[src/rtl/stimulus_signature_unit.sv]
// Self-test harness: drives seeded LFSR stimulus into a circuit under test and
// compresses its responses into a 16-bit MISR signature.
module stimulus_signature_unit #(
    parameter int NUM_VECTORS   = 256,
    parameter int CAPTURE_DELAY = 0
) (
    input  logic        clk,
    input  logic        clear,
    input  logic        start,
    input  logic [7:0]  seed,
    input  logic [7:0]  dut_output,
    output logic [7:0]  dut_input,
    output logic        dut_clear,
    output logic        busy,
    output logic        done,
    output logic [15:0] signature
);

    localparam int RUN_CYCLES = NUM_VECTORS + CAPTURE_DELAY;
    localparam int CW         = $clog2(RUN_CYCLES + 1);
    localparam logic [CW-1:0] LAST_COUNT    = CW'(RUN_CYCLES - 1);
    localparam logic [7:0]    LFSR_TAPS     = 8'h1D;
    localparam logic [15:0]   MISR_TAPS     = 16'h1021;

    typedef enum logic [1:0] {
        S_IDLE,
        S_INIT,
        S_RUN,
        S_DONE
    } state_t;

    state_t        r_state;
    state_t        w_state_next;
    logic [7:0]    r_lfsr;
    logic [15:0]   r_misr;
    logic [CW-1:0] r_count;
    logic          r_dut_clear;
    logic          r_busy;
    logic          r_done;

    logic          w_start_ok;
    logic          w_last;
    logic          w_count_ok;
    logic          w_capture;
    logic [7:0]    w_lfsr_step;
    logic [15:0]   w_misr_step;

    assign w_start_ok = start && ((r_state == S_IDLE) || (r_state == S_DONE));
    assign w_last     = (r_state == S_RUN) && (r_count == LAST_COUNT);

    // The first CAPTURE_DELAY run cycles only fill the DUT pipeline.
    generate
        if (CAPTURE_DELAY == 0) begin : g_no_delay
            assign w_count_ok = 1'b1;
        end else begin : g_delay
            assign w_count_ok = (r_count >= CW'(CAPTURE_DELAY));
        end
    endgenerate

    assign w_capture = (r_state == S_RUN) && w_count_ok;

    assign w_lfsr_step = {r_lfsr[6:0], 1'b0} ^ (r_lfsr[7] ? LFSR_TAPS : 8'h00);
    assign w_misr_step = {r_misr[14:0], 1'b0} ^ (r_misr[15] ? MISR_TAPS : 16'h0000)
                       ^ {8'h00, dut_output};

    always_comb begin
        w_state_next = r_state;
        case (r_state)
            S_IDLE:  if (start) w_state_next = S_INIT;
            S_INIT:  w_state_next = S_RUN;
            S_RUN:   if (w_last) w_state_next = S_DONE;
            S_DONE:  if (start) w_state_next = S_INIT;
            default: w_state_next = S_IDLE;
        endcase
    end

    always_ff @(posedge clk) begin
        if (clear) begin
            r_state     <= S_IDLE;
            r_lfsr      <= 8'h00;
            r_misr      <= 16'h0000;
            r_count     <= '0;
            r_dut_clear <= 1'b0;
            r_busy      <= 1'b0;
            r_done      <= 1'b0;
        end else begin
            r_state     <= w_state_next;
            // Status flags are registered from the next state so they never glitch.
            r_dut_clear <= (w_state_next == S_INIT);
            r_busy      <= (w_state_next == S_INIT) || (w_state_next == S_RUN);
            r_done      <= (w_state_next == S_DONE);

            if (w_start_ok) begin
                r_lfsr  <= (seed == 8'h00) ? 8'h01 : seed;
                r_misr  <= 16'h0000;
                r_count <= '0;
            end else if (r_state == S_RUN) begin
                r_count <= r_count + 1'b1;
                // Hold on the final cycle so dut_input keeps the last vector in DONE.
                if (!w_last) begin
                    r_lfsr <= w_lfsr_step;
                end
                if (w_capture) begin
                    r_misr <= w_misr_step;
                end
            end
        end
    end

    assign dut_input = r_lfsr;
    assign dut_clear = r_dut_clear;
    assign busy      = r_busy;
    assign done      = r_done;
    assign signature = r_misr;

endmodule

[config.mk]
export PLATFORM = sky130hd
export DESIGN_NAME = stimulus_signature_unit
export DESIGN_NICKNAME = d
export VERILOG_FILES = /design/src/rtl/stimulus_signature_unit.sv
export SDC_FILE = /design/constraint.sdc
export NUM_CORES = 1
export LEC_CHECK = 0
export CORE_UTILIZATION = 51
export DETAILED_ROUTE_END_ITERATION = 10
export GPL_TIMING_DRIVEN = 0
export MAX_ROUTING_LAYER = met4
export PLACE_DENSITY = 0.84
export SETUP_SLACK_MARGIN = 0.1
export SLEW_MARGIN = 0
export SYNTH_ARGS = -nofsm -noshare
export SYNTH_HDL_FRONTEND = slang
export SYNTH_SLANG_ARGS = --single-unit
export TNS_END_PERCENT = 50
[constraint.sdc]
create_clock -name clk -period 4.7 [get_ports clk]
set_input_delay 0.94 -clock clk [delete_from_list [all_inputs] [get_ports clk]]
set_output_delay 0.94 -clock clk [all_outputs]
set_load 0.02 [all_outputs]
# After elaboration in Yosys (flattened, before gate mapping)
# Cells that the tools add are included.
# totals
latchBits	0
ramBits	0
input_bits	19
wordCells	38
romBits	0
n_memories	0
ff_bits	38
output_inout_bits	27
# op_classes
n_addsub	1
n_shift	0
n_eq_ne	8
muxes	9
reduce_logical	10
multipliers	0
n_div	0
n_bitwise	3
magnitude_cmp	0
# ops
operator	count
8-bit two-way mux	4
16-bit by 13-bit bitwise XOR with 16-bit output	1
16-bit by 8-bit bitwise XOR with 16-bit output	1
13-bit two-way mux	1
9-bit by 1-bit adder with 9-bit output, second input constant	1
9-bit by 8-bit == test with 1-bit output, second input constant	1
2-bit == test, second input constant	4
8-bit zero test	1
8-bit by 5-bit bitwise XOR with 8-bit output	1
2-bit case mux with 3 select lines	1
5-bit two-way mux	1
2-bit by 1-bit == test with 1-bit output, second input constant	2
2-bit two-way mux	2
2-bit OR reduction	2
1-bit logical AND	2
2-bit zero test	1
1-bit logical OR	2
2-bit inequality test, second input constant	1
2-bit AND reduction	1
2-bit nonzero test	1

# Longest topological paths before layout
# depth
word_depth	6
depth_mapped	8
mapped_depth_nobuf	8

# Worst setup path after synthesis
# OpenSTA, ideal clock, no wires.
# synth_path
path_kind	input port to flip-flop
startpoint	in start
endpoint	reg r_done (netlist: done)
path_buffers	0
arrival_ns	1.668
required_time_ns	4.572
setup_slack_ns	2.903
cell_stages	5
cell_sequence	inv_1 -> a311oi_1 -> inv_1 -> ha_1 -> nor2b_1
# synth_via
elab_chain_cells	3
# synth_lines
element	line	rtl
start, declared	9	input logic start,
2-bit two-way mux	69, 72	
2-bit case mux with 3 select lines	68	case (r_state)
named net w_state_next[1]	33	state_t w_state_next;
2-bit == test	91	r_done <= (w_state_next == S_DONE);
end signal, assigned	91	
end, declared	39	logic r_done;
# The timed path passes the listed nets, and every way through them passes these cells.
# A chain may end at the register's enable or synchronous reset.

# Worst setup path after layout
# layout_path
startpoint	reg r_misr[15] (netlist: signature[15])
endpoint	out signature[15]
# layout_lines
element	line	rtl
start, declared	35	logic [15:0] r_misr;
start signal, assigned	104	r_misr <= w_misr_step;
end, declared	16	output logic [15:0] signature
# No word-level cell between the ends.

==> metrics <==
vias=1422; cts hold-fix bufs=0; fmax=0.412 GHz; register area share after synthesis=44.2%; Root Driver=clkbuf_4; placed inst area=0.00223 mm2; cell with the largest stage delay on the worst path=clkdlybuf4s50_1; crit path cell chain=clkdlybuf4s50_1; area of the multi-input gates=833 um2; Yosys top cell by area=dfxtp_1; fin crit period=2.43 ns; Async SR Flop Fraction=0%; hold wc startpoint=r_count[6]; Distinct cells, synth=26; chip width=60.1 um; Crit Path Class=flop to output port; Power Density=530 mW/mm2; Setup Fix Bufs, Post-CTS=0; CTS tree=built; Pleak=0.000846 uW; Critical Path Start Type=flop; number of global-route vias before repair=1313; DIE HEIGHT=60.1 um; Clock Path Buffers=2; synthesized area=0.00172 mm2; leading cell types in the layout, fill and taps excluded=clkdlybuf4s50_1 (45), dfxtp_1 (38), nor2_1 (29), mux2i_1 (17), a211oi_1 (15); Tightest Hold Check Type=flop to flop; fin nets=257; CTS clk-pin slew, worst paths=0.12 ns; initial antenna violation count=0; I/O Buffers=45; critical path endpoint category=output port; crit path launch=signature[15]; # setup viols final=0; Die ar.=0.00361 mm2; Clock Latency Late Sink=0.35 ns; maxcap violations=0; Peak VDD IR=326 uV; register area=761 um2; Buf/Inv on CP=1; Ys Warns=0; syn nets=205; final worst-path cycle share=51.7%; gr ovfl total=0; initial drt markers=27; post-synthesis average cell area=9.61 um2; CORE AREA=0.00313 mm2; P&R area growth vs syn=33.9%; final wirelength=3.47 mm; Max-slew headroom=67.9%; Mapped Cells=179; pin count of the biggest net entering global routing=13; Final Cell Area=0.00230 mm2; final-report hold violation count=0; commonest non-fill, non-tap cell in the layout=clkdlybuf4s50_1; Routed Antenna Nets=0; FF+latch count, synth=38; Reg-to-Reg Start=r_count[0]; Req. time, crit path=3.76 ns; CTS HTree Levels=2; CTS Sinks=38; first-pass GRT wire length=5.55 mm; CTS buffer count=5; 1st-pass router iterations=4; Initial Utilization=55.0%; DRC viols=0; share of the synthesized area in the top cell type=44.2%; RSZ-0062 raised after global routing=no; final setup skew=0.00691 ns; Main synth FF type=dfxtp_1; filler instances=245; CP Max Fanout=5; Ports=46; Top delay family on crit path=buffers and inverters; wire length per cell=12.6 um; HPWL after DPL=2.60 mm; Crit path largest cell delay=0.66 ns; share of layout cells above drive strength 1=9.48%; number of flops mapped to enable cells by yosys=0; top post-synthesis cells by area=dfxtp_1 (44%), mux2i_1 (9.9%), a211oi_1 (6.5%), nor2_1 (6.3%), ha_1 (5.1%); Global Route Usage Sum=21.7%; routability cong.=0.749; FP Rows=20; Final Max Slew Viols=0; number of diodes=0; crit path DAT=1.49 ns; Slew @ Worst Pin=0.481 ns; post-cts resize count=0; mean number of vias per cell=5.15; Fin Setup TNS=0 ns; status=finished clean
cell usage after synthesis, types with 3 or more instances:
master	number
a211oi_1	15
a21oi_1	4
buf_2	5
buf_4	8
clkbuf_1	3
dfxtp_1	38
ha_1	7
inv_1	5
mux2i_1	17
nand2_1	3
nand2b_1	4
nand3_1	3
nand4_1	3
nor2_1	29
nor2b_1	3
o21ai_0	5
o22ai_1	3
or3_1	3
xnor2_1	9
xor2_1	6
power breakdown:
| group | internal, uW | switching (uW) | total (uW) | leakage, uW |
|---|---|---|---|---|
| Clock | 110 | 109 | 219 | 0.0000450 |
| Sequential | 391 | 56.8 | 448 | 0.000309 |
| Combinational | 265 | 289 | 554 | 0.000492 |
| Total | 766 | 455 | 1220 | 0.000846 |
final cells by class:
type / count / share of cell area (%)
multi-input combinational: 119 / 36.2
sequential: 38 / 33.0
timing repair buffer: 45 / 19.6
buffer: 17 / 4.67
tap: 44 / 2.39
clock inverter: 3 / 1.74
clock buffer: 5 / 1.63
inverter: 5 / 0.815
routing by layer:
layer | wire (um) | GRT usage, % | vias up
met5 | 0 | - | -
met4 | 84 | 12.3 | 0
met3 | 191 | 5.63 | 11
met2 | 1730 | 36.5 | 47
met1 | 1470 | 22.9 | 653
li1 | - | - | 711
per-stage QoR:
step | setup slack, ns | cells | power, uW | hold WS [ns] | utilization (%)
floorplan | 2.90 | 179 | 817 | 0.456 | -
global placement | 2.31 | 268 | 989 | 0.468 | 71.2
detailed placement | 2.27 | 268 | 1010 | 0.480 | 71.2
CTS | 2.26 | 276 | 1230 | 0.497 | 73.6
global route | 2.19 | 276 | 1310 | 0.533 | 73.6
finish | 2.27 | 276 | 1220 | 0.498 | 73.6
final timing paths:
check / end / cells past startpoint / slack, ns
worst max register to register: busy / 8 / 2.95
worst max-delay path: signature[15] / 1 / 2.27
worst min-delay path: r_count[6] / 2 / 0.50
worst min register to register: r_count[6] / 2 / 0.50
state kept, by name (all words and copies together) (netlist names):
signal     flops
signature     16
dut_clear      1
dut_input      8
r_state        2
busy           1
r_count        9
done           1
kinds of logic after synthesis:
| kind of cell | count (synthesis) | share of synthesized area, % |
|---|---|---|
| fa+ha+maj | 7 | 5.09 |
| flops | 38 | 44.2 |
| xor+xnor | 16 | 9.02 |
| simple gates | 51 | 13.7 |
| compound gates | 28 | 10.8 |
| buf+inv | 22 | 7.35 |
| mux | 17 | 9.89 |
No activity file was read; power rests on OpenSTA's default activity.
